**src/rtl/seg_scan_pkg.sv**
```systemverilog
// Shared types and constants for the multiplexed seven-segment scan controller.
package seg_scan_pkg;

   // Per-slot phase: blank for anti-ghosting, then show the digit.
   typedef enum logic {
      StBlank = 1'b0,
      StShow  = 1'b1
   } scan_state_e;

   // Digit code that must light nothing, regardless of the decoder table.
   localparam logic [4:0] BLANK_CODE = 5'h1F;

   // Segment pattern with every segment dark.
   localparam logic [7:0] SEG_OFF = 8'h00;

endpackage

```
**src/rtl/seg_scan_bin2sevenSeg.sv**
```systemverilog
// Shared 5-bit to seven-segment decoder. Codes 0..9 give the digit shapes,
// every other code lights all segments (lamp test).
// Bit map: 7=a 6=f 5=b 4=g 3=c 2=dp 1=d 0=e, active-high.
module bin2sevenSeg (
   input  logic [4:0] code,
   output logic [7:0] seg
);

   // Combinational lookup of the segment pattern for one code.
   always_comb begin
      seg = 8'hFF;
      unique case (code)
         5'd0:    seg = 8'hEB;
         5'd1:    seg = 8'h28;
         5'd2:    seg = 8'hB3;
         5'd3:    seg = 8'hBA;
         5'd4:    seg = 8'h78;
         5'd5:    seg = 8'hDA;
         5'd6:    seg = 8'hDB;
         5'd7:    seg = 8'hA8;
         5'd8:    seg = 8'hFB;
         5'd9:    seg = 8'hFA;
         default: seg = 8'hFF;
      endcase
   end

endmodule

```
**src/rtl/seg_scan_ctrl.sv**
```systemverilog
// Time-multiplexed seven-segment display scanner with a blank/show slot FSM,
// a double-buffered frame of digit codes and a frame-start pulse.
module seg_scan_ctrl
   import seg_scan_pkg::*;
#(
   parameter int unsigned N_DIGITS  = 4,
   parameter int unsigned SCAN_DIV  = 50000,
   parameter int unsigned BLANK_CYC = 16
) (
   input  logic                  clk,
   input  logic                  rst_n,
   input  logic                  wr_valid,
   output logic                  wr_ready,
   input  logic [5*N_DIGITS-1:0] wr_data,
   input  logic [N_DIGITS-1:0]   digit_en,
   output logic [7:0]            display,
   output logic [N_DIGITS-1:0]   digit_sel,
   output logic                  frame_start
);

   localparam int unsigned CNT_W = $clog2(SCAN_DIV);
   localparam int unsigned IDX_W = $clog2(N_DIGITS);

   localparam logic [CNT_W-1:0] CNT_BLANK_END = CNT_W'(BLANK_CYC - 1);
   localparam logic [CNT_W-1:0] CNT_LAST      = CNT_W'(SCAN_DIV - 1);
   localparam logic [CNT_W-1:0] CNT_ONE       = CNT_W'(1);
   localparam logic [IDX_W-1:0] IDX_LAST      = IDX_W'(N_DIGITS - 1);
   localparam logic [IDX_W-1:0] IDX_ONE       = IDX_W'(1);

   scan_state_e           state;
   logic [CNT_W-1:0]      cnt;
   logic [IDX_W-1:0]      idx;

   // shadow is what is being displayed, pending is the next frame waiting for a wrap.
   logic [5*N_DIGITS-1:0] shadow;
   logic [5*N_DIGITS-1:0] pending;
   logic                  pending_full;

   logic [4:0]            code_sel;
   logic [7:0]            dec_seg;
   logic [7:0]            seg_val;
   logic                  lit;
   logic                  slot_end;
   logic                  frame_wrap;
   logic                  frame_head;
   logic [N_DIGITS-1:0]   sel_next;

   assign code_sel   = shadow[5*int'(idx) +: 5];
   assign slot_end   = (state == StShow) && (cnt == CNT_LAST);
   assign frame_wrap = slot_end && (idx == IDX_LAST);
   assign frame_head = (state == StBlank) && (cnt == '0) && (idx == '0);
   assign lit        = (state == StShow) && digit_en[idx];
   assign wr_ready   = !pending_full;

   bin2sevenSeg u_dec (
      .code (code_sel),
      .seg  (dec_seg)
   );

   // The blank code is forced dark here so the shared decoder stays untouched.
   assign seg_val = (code_sel == BLANK_CODE) ? SEG_OFF : dec_seg;

   // Active-low select for the current digit, all high when nothing is lit.
   always_comb begin
      sel_next = '1;
      if (lit) begin
         sel_next[idx] = 1'b0;
      end
   end

   // Slot FSM with the registered display, select and frame-start outputs.
   always_ff @(posedge clk or negedge rst_n) begin
      if (!rst_n) begin
         state       <= StBlank;
         cnt         <= '0;
         idx         <= '0;
         display     <= SEG_OFF;
         digit_sel   <= '1;
         frame_start <= 1'b0;
      end else begin
         display     <= lit ? seg_val : SEG_OFF;
         digit_sel   <= sel_next;
         frame_start <= frame_head;
         unique case (state)
            StBlank: begin
               cnt <= cnt + CNT_ONE;
               if (cnt == CNT_BLANK_END) begin
                  state <= StShow;
               end
            end
            StShow: begin
               if (cnt == CNT_LAST) begin
                  cnt   <= '0;
                  state <= StBlank;
                  idx   <= (idx == IDX_LAST) ? '0 : idx + IDX_ONE;
               end else begin
                  cnt <= cnt + CNT_ONE;
               end
            end
         endcase
      end
   end

   // Frame buffer: a pending frame is only promoted at a frame wrap so a
   // displayed frame never mixes old and new codes.
   always_ff @(posedge clk or negedge rst_n) begin
      if (!rst_n) begin
         shadow       <= {N_DIGITS{BLANK_CODE}};
         pending      <= {N_DIGITS{BLANK_CODE}};
         pending_full <= 1'b0;
      end else if (frame_wrap && pending_full) begin
         shadow       <= pending;
         pending_full <= 1'b0;
      end else if (wr_valid && wr_ready) begin
         pending      <= wr_data;
         pending_full <= 1'b1;
      end
   end

endmodule

```
**config.mk**
```make
export PLATFORM = sky130hd
export DESIGN_NAME = seg_scan_ctrl
export DESIGN_NICKNAME = d
export VERILOG_FILES = /design/src/rtl/seg_scan_pkg.sv /design/src/rtl/seg_scan_bin2sevenSeg.sv /design/src/rtl/seg_scan_ctrl.sv
export SDC_FILE = /design/constraint.sdc
export NUM_CORES = 1
export LEC_CHECK = 0
export BUFFER_PORTS_ARGS = -buffer_cell sky130_fd_sc_hd__buf_2
export CORE_ASPECT_RATIO = 2
export CORE_MARGIN = 4
export CORE_UTILIZATION = 40
export CTS_BUF_LIST = sky130_fd_sc_hd__clkbuf_8
export DETAILED_ROUTE_END_ITERATION = 16
export PLACE_DENSITY = 0.7
export SLEW_MARGIN = 20
export SYNTH_ARGS = -nofsm -noshare
export SYNTH_HDL_FRONTEND = slang
export SYNTH_SLANG_ARGS = --single-unit
```
**constraint.sdc**
```tcl
create_clock -name clk -period 5.6 [get_ports clk]
set_input_delay 0 -clock clk [delete_from_list [all_inputs] [get_ports clk]]
set_output_delay 0 -clock clk [all_outputs]
set_load 0.03 [all_outputs]
```
# Word-level counts from Yosys, hierarchy flattened
# Memory sizes are Yosys's and may differ from the RTL's.
# Index checks and enable logic that the tools add are counted.
# word_totals
register_bits	73
rom_bits	128
inputBits	27
wordCells	53
memories	1
# op_classes
add_sub_neg	2
n_mul	1
order_cmp	2
eq_ne	4
shifts	1
n_mux	16
bitwise	3
n_reduce_logical	14
# mem_list
name	words	width	read_ports	rd_ports_with_merged_regs	write_ports	line	text
(no name shown)	16	8	1	0	0	seg_scan_bin2sevenSeg.sv:12	unique case (code)
# ops
operator	count
$pmux 16 s2	1
$mux 8	3
$shiftx 20x6->5	1
$add 16x1->16 const B	1
$eq 16x16->1 const B	1
$eq 16x4->1 const B	1
$logic_not 16->1	1
$mux 16	1
$logic_and 1x1->1	8
$mux 1	6
$eq 5x5->1 const B	1
$mul 3x2->5 const A	1
$mux 4	1
$not 4->4	1
$reduce_and 2->1	2
$lt 2x3->1 const B	1
$add 2x1->2 const B	1
$bmux 1 s2	1
$demux 1 s2	1
$eq 2x2->1 const B	1
$ge 2x1->1 const B	1
$logic_not 2->1	1
$mux 2	1
$not 1->1	2
other kinds (3)	3

# Depth between registers and ports, before layout
# Gate-level depths: netlist of the first run.
# depth
ltp_word	6
ltp_mapped	7
depth_no_buf	6

# Modules after synthesis
# A second synthesis of the first run with hierarchy kept.
# hier_totals
cells_unflattened	248
hier_area_um2	3303.2
# modules_own_cells
mod	n_inst	cells_each	area_each_um2	seq_area_each_um2
seg_scan_ctrl	1	220	3116.7	1881.8
bin2sevenSeg	1	28	186.4	0.0

# Worst setup path after synthesis of the first run
# No wires, ideal clock.
# synth_timing
path_kind	register to register
from	register cnt[11]
to	register shadow[0]
setup_ns	0.082
arrival_time_ns	1.811
required_time_ns	5.518
setup_slack_ns	3.706
stages_incl_launch_ff	6
n_path_buf	1
path_cell_list	dfrtp_1 or4_4 nor4_4 nand4_2 buf_6 mux2_4
# synth_between
elab_chain_cells	4
# synth_rtl
item	line	text
start, declared	seg_scan_ctrl.sv:31	logic [CNT_W-1:0] cnt;
start signal, assigned	seg_scan_ctrl.sv:86	cnt <= cnt + CNT_ONE;
start signal, assigned	seg_scan_ctrl.sv:97	cnt <= cnt + CNT_ONE;
$eq 16x16->1	seg_scan_ctrl.sv:49	assign slot_end = (state == StShow) && (cnt == CNT_LAST);
$logic_and 1x1->1	seg_scan_ctrl.sv:49	
$logic_and 1x1->1	seg_scan_ctrl.sv:50	assign frame_wrap = slot_end && (idx == IDX_LAST);
$logic_and 1x1->1	seg_scan_ctrl.sv:111	end else if (frame_wrap && pending_full) begin
end signal, assigned	seg_scan_ctrl.sv:108	shadow <= {N_DIGITS{BLANK_CODE}};
end signal, assigned	seg_scan_ctrl.sv:112	shadow <= pending;
end, declared	seg_scan_ctrl.sv:35	logic [5*N_DIGITS-1:0] shadow;
# No other way between the ends.
# A chain may end at the register's enable or synchronous reset.

# Worst setup path after layout of the first run
# layout_timing
from	register cnt[10]
to	register shadow[18]
# Same word-level chain as after synthesis.

==> results by group, run 1 <==
Route
  – Remaining DRCs: 0
  – Antenna-violating nets left: 0
  – Detail Route met2 WL: 3210 um
  – First-pass DRT Iterations: 4
  – Via Count: 2069
  – Routed WL: 6130 um
  – Met1 wire length: ~2500 um
  – DR WL met3: ~250 um
  – Wire per inst: about 15 um
  – 1st-iter DRT viols: roughly 170
  – Top layer in use: met4
  – DR vias/cell: 5.06

Yosys
  – Synthesized flop and latch total: 73
  – Main synth FF type: dfstp_2
  – Post-Synth XOR/XNOR Area: 0.0316
  – Top cells by count, synth: 44 x dfstp_2, 29 x dfrtp_1, 22 x mux2_2
  – Post-Synth Adder-Cell Area: 0.0451
  – Post-synth EDFFs: 0
  – Post-synth cell types: 33
  – Multiplexer area fraction after synthesis: 0.201
  – Area leader, netlist: dfstp_2
  – Synth Area in Simple Gates: 0.0944
  – Synth warn: 0
  – Main combinational cell family by area after synthesis: multiplexers
  – Asr flop ratio synth: 1.00
  – Count leader, synth: dfstp_2
  – Synthesized Nets: 280
  – Post-synthesis sequential area ratio: 0.566
  – Post-synthesis cell area: 3330 sq um
  – Mean Syn Cell Area: between 10 and 15 sq um
  – Cells after Synth: approximately 240
  – Synth area leaders: dfstp_2 35%, dfrtp_1 22%, mux2_4 8.6%
  – Top cell type's share of synthesized area: 0.347
  – Synth Area in Compound Gates: 0.0369

Die
  – Die H: approximately 140 um
  – Die ar.: 9930 sq um
  – Die width: around 72 um
  – IO Pins: a little over 40
  – CORE AREA: between 8000 and 9000 sq um
  – Core Rows: 46
  – Initial core utilization: 0.416

Power
  – Internal: about 0.84 mW
  – Share of total power in combinational logic: 0.057
  – Reg power frac: 0.537
  – Switch share: 0.214
  – Net switching power: 0.229 mW
  – Worst VDD drop: 0.000163 V
  – Clk network pwr share: 0.406
  – PwrDens: between 200 and 300 nW/um^2
  – Total power: roughly 1.1 mW
  – Pleak: about 1.8 nW

Clock network
  – CTS H-Tree Depth: 3
  – Clock slew seen by the registers of the worst setup and hold paths: around 0.080 ns
  – Cts repair resizes: 0
  – Root buf cell: clkbuf_8
  – Worst-Skew Late Latency: ~0.36 ns
  – Sink Count: 73
  – Clock Path Buffers: 2
  – TritonCTS clock tree: yes
  – Number of buffers created by CTS: 9

GRT
  – Initial antenna violation count: 0
  – Global-route wire length before repair: 10500 um
  – All-Layer GR Usage: 0.140
  – Global route overflow: 0
  – Number of global-route vias before repair: roughly 2200
  – Largest net degree at the start of global routing: 74

STA
  – Final hold vios: 0
  – Min cycle time layout: around 2.7 ns
  – Post-route setup slack: 2.89 ns
  – Fin. max-slew vios: 0
  – Achievable Freq: 368 MHz
  – Period utilization: 0.485
  – Rel. slew slack: 0.379
  – Setup Skew: 0.0117 ns
  – Worst Max-Slew Pin Slew: 0.929 ns
  – Unrepaired setup endpoints after global routing: false
  – Finish-stage setup viols: 0
  – Setup_tns: 0 ns

Worst hold path
  – WHS Path Cells: 4
  – Worst Hold End: digit_sel[1]
  – Hold Path Origin: digit_en[0]
  – HP Class: in -> reg

Worst setup path
  – Crit Path Max Fanout: 21
  – Worst r2r dst: shadow[18]
  – Critical path arrival: approximately 3 ns
  – CP max stage cell: nand4_2
  – CP endpoint kind: flip-flop
  – Top delay family on crit path: simple AND/OR/NAND/NOR gates
  – Worst EP required: approximately 5.9 ns
  – Reg2reg start: cnt[10]
  – Startpoint types: flip-flop
  – Worst reg2reg path depth: 4
  – Critical Path, Cell by Cell: or4_4, nor4_4, nand4_2, mux2_4
  – R2r setup slk: approximately 2.9 ns
  – CP Class: reg -> reg
  – Biggest cell delay along the critical path: between 0.7 and 0.8 ns
  – Worst Path Buf+Inv: 0

Layout
  – Nets: approximately 350
  – Layout Cells excl Fill: roughly 410
  – Diodes inserted: 0
  – Layout cells sized above 1: 0.473
  – Layout area overhead: 21.5%

Placed design
  – Post-Place Setup Slack: 2.90 ns
  – HPWL after detailed placement: around 4200 um
  – I/O Buffers: 40
  – Routability cong.: about 0.81
  – Placed cells: 371

Flow run
  – Max-cap check violation count: 0

Outcome
  – Outcome: finished clean
cells by family (layout without fill, tap and decap cells):
kind of cell,after synthesis,after routing
DFF,73,73
and+or+nand+nor,57,57
muxes,47,47
AOI/OAI and AO/OA,22,22
buffers and inverters,18,90
adders and majority gates,12,12
xor gates and xnor gates,12,12
through the flow:
| step | hold WS, ns | area (sq um) | utilization |
|---|---|---|---|
| 2_1_floorplan | -0.296 | 3330 | - |
| 3_3_place_gp | 0.230 | 3610 | 0.452 |
| 3_5_place_dp | 0.236 | 3610 | 0.452 |
| 4_1_cts | 0.197 | 4040 | 0.505 |
| 5_1_grt | 0.238 | 4040 | 0.505 |
| 6_report | 0.214 | 4040 | 0.505 |
power by group through the flow:
stage	Combinational [mW]	Clock, mW	Sequential (mW)
after floorplan	0.0206	0	0.585
after global placement	0.0487	0	0.584
after detailed placement	0.0502	0	0.585
after CTS	0.0622	0.447	0.576
after global routing	0.0683	0.464	0.578
final	0.0607	0.435	0.575
worst min-delay path: cells and delay by family:
family,cells,cell delay (ns)
buffers and inverters,1,0.08
multiplexers,1,0.21
AND/OR/NAND/NOR,2,0.29
layer usage:
| layer | GRT usage | vias up |
|---|---|---|
| met5 | 0 | - |
| met2 | 0.236 | 44 |
| li1 | - | 977 |
| met1 | 0.160 | 1037 |
| met3 | 0.0287 | 11 |
| met4 | 0.0862 | 0 |
cells in the final DEF (no fill, tap or decap), types with 3 or more instances in the layout:
cell type,synthesis,final
nor2_1,14,14
dlygate4sd3_1,0,22
xnor2_1,4,4
nand3_1,8,8
clkbuf_8,0,9
nand4_1,6,6
nand2_1,11,11
mux2_2,22,22
and2_1,3,3
a21oi_1,9,9
xor2_1,8,8
dfstp_2,44,44
o21ai_0,6,6
inv_1,10,14
and3_1,4,4
a31oi_1,4,4
mux2_4,19,19
ha_1,12,12
mux4_2,6,6
dfrtp_1,29,29
buf_2,2,40
flip-flops by register name (all words and copies together) (netlist names):
signal / count
frame_start: 1
shadow: 20
pending_full: 1
pending: 20
state: 1
cnt: 16
idx: 2
digit_sel: 4
display: 8
how the worst max path moves through the flow:
stage                        from    endpoint  depth (start not counted)
after CTS                 cnt[10]   shadow[7]                          4
after floorplan           cnt[11]   shadow[0]                          5
after global routing      cnt[10]  shadow[17]                          4
final                     cnt[10]  shadow[18]                          4
after global placement    cnt[11]  shadow[10]                          4
after detailed placement  cnt[10]   shadow[1]                          4
repair_timing:
item | 4_1_cts | 5_1_grt
hold buffers | 22 | 0
setup buffers | 0 | 0
endpoints found under the hold margin | 50 | 0
layout make-up:
| type | count | area, sq um |
|---|---|---|
| clock inverter | 7 | 82.6 |
| tap | 96 | 120 |
| clock buffer | 9 | 124 |
| timing repair buffer | 64 | 435 |
| multi-input combinational | 150 | 1360 |
| inverter | 10 | 37.5 |
| sequential | 73 | 1880 |
| fill | 702 | 3960 |
Power figures use the tool's default switching activity.
==> inputs of run 2 (changes only) <==
clock period = 2.7 ns   (was 5.6 ns; I/O delays follow)
==> run 2 against run 1 <==
Fmax up 30%. Design area up 1.3%. Sequential cell count unchanged. Clock skew up 0.0011 ns. Critical endpoint is now shadow[5]. Largest cell class unchanged. Largest power group unchanged.
==> results by group, run 2 (synthesized netlist as in run 1, its figures left out) <==
Die
  – Die ar.: approximately 9900 sq um
  – Core Rows: 46
  – CORE AREA: ~8000 sq um
  – Die width: about 72 um
  – Initial core utilization: 0.416
  – IO Pins: 41
  – Die H: between 100 and 150 um

Layout
  – Layout Cells excl Fill: roughly 400
  – Util after Layout: 0.512
  – Layout cells sized above 1: 0.487
  – Top Registers: pending x20, shadow x20, cnt x16
  – Commonest non-fill, non-tap cell in the layout: dfstp_2
  – Nets: 349
  – Layout area overhead: 23.1%
  – Diodes inserted: 0
  – Commonest cells after routing, fill and taps aside: 44 x dfstp_2, 39 x buf_2, 29 x dfrtp_1
  – Post-route cell area: around 4100 sq um

STA
  – Unrepaired setup endpoints after global routing: false
  – Finish-stage setup viols: 0
  – Final hold vios: 0
  – Period utilization: 0.771
  – Fin. max-slew vios: 0
  – Achievable Freq: approximately 480 MHz
  – Setup Skew: between 0.01 and 0.015 ns
  – Min cycle time layout: 2.08 ns
  – Rel. slew slack: 0.614
  – Setup_tns: 0 ns
  – Fin Hold WS: approximately 0.19 ns
  – Worst Max-Slew Pin Slew: 0.579 ns

Clock network
  – Worst-Skew Late Latency: around 0.35 ns
  – Clock slew seen by the registers of the worst setup and hold paths: 0.08 ns
  – Setup Fix Bufs, Post-CTS: 0
  – Root buf cell: clkbuf_8
  – Sink Count: 73
  – Clock Path Buffers: 2
  – TritonCTS clock tree: yes
  – CTS H-Tree Depth: 3
  – Number of buffers created by CTS: 9

GRT
  – Global route overflow: 0
  – All-Layer GR Usage: 0.135
  – Global-route wire length before repair: 10200 um
  – Largest net degree at the start of global routing: 49
  – Initial antenna violation count: 0
  – Number of global-route vias before repair: 2165

Worst setup path
  – Reg2reg start: cnt[10]
  – Startpoint types: flip-flop
  – R2r setup slk: approximately 0.6 ns
  – Critical path arrival: ~2.4 ns
  – Crit Path Max Fanout: 21
  – CP Launch Point: cnt[10]
  – Worst EP required: a little under 3 ns
  – CP endpoint kind: flip-flop
  – CP Class: reg -> reg

Power
  – Switch share: 0.201
  – PwrDens: 573 nW/um^2
  – Share of total power in combinational logic: 0.054
  – Pleak: 1.84 nW
  – Internal: between 1.5 and 2 mW
  – Reg power frac: 0.508
  – Net switching power: between 0.4 and 0.5 mW
  – Clk network pwr share: 0.438
  – Worst VDD drop: around 0.00039 V

Placed design
  – Placed cells: about 370
  – Routability cong.: around 0.86
  – I/O Buffers: 40
  – HPWL after detailed placement: roughly 4300 um
  – DP Area: about 3600 sq um

Route
  – Remaining DRCs: 0
  – Wire per inst: ~15 um
  – Routed WL: 5980 um
  – Via Count: 2071
  – 1st-iter DRT viols: ~100
  – First-pass DRT Iterations: 4
  – Antenna-violating nets left: 0
  – DR vias/cell: approximately 5.1

Flow run
  – Max-cap check violation count: 0

Outcome
  – Outcome: finished clean

Worst hold path
  – HP Class: in -> async
[run 2: what timing repair did]
item	in CTS	in global routing
gates resized for setup	0	0
hold endpoints to repair	50	0
hold buffers	22	0
[run 2: routing by layer]
| layer | share of wire | GRT usage |
|---|---|---|
| met5 | 0 | 0 |
| met4 | 0.019 | 0.0729 |
| met3 | 0.051 | 0.0412 |
| met2 | 0.53 | 0.229 |
| met1 | 0.40 | 0.149 |
[run 2: cell type report]
type,count,area (sq um)
Clock buffer,10,138
Clock inverter,5,104
Fill cell,684,3910
Inverter,10,37.5
Multi-Input combinational cell,150,1360
Sequential cell,73,1880
Tap cell,96,120
Timing Repair Buffer,66,453
[run 2: worst paths after layout]
check / to / depth (start not counted)
min in group clk: digit_sel[2] / 4
hold reg to reg: cnt[0] / 1
hold / removal: cnt[1] / 2
max in group asynchronous: shadow[3] / 3
setup reg to reg: shadow[5] / 5
setup / recovery: shadow[5] / 5
[run 2: stage by stage]
| stage | power [mW] | worst slack (ns) |
|---|---|---|
| 2_1_floorplan | 1.26 | 0.806 |
| 3_3_place_gp | 1.31 | 0.641 |
| 3_5_place_dp | 1.32 | 0.632 |
| 4_1_cts | 2.38 | 0.607 |
| 5_1_grt | 2.44 | 0.466 |
| 6_report | 2.35 | 0.617 |
[run 2: power by group through the flow]
stage	Sequential (mW)	Clock (mW)	Combinational [mW]
floorplan	1.21	0	0.0427
global placement	1.21	0	0.103
detailed placement	1.21	0	0.105
CTS	1.19	1.06	0.130
global route	1.20	1.10	0.143
finish	1.19	1.03	0.127
[run 2: critical path: stages, from the launching register on]
cell and delay, ns:
dfrtp_1 0.42, or4_4 0.54, nor4_4 0.31, nand4_2 0.13, buf_4 0.26, mux2_4 0.33
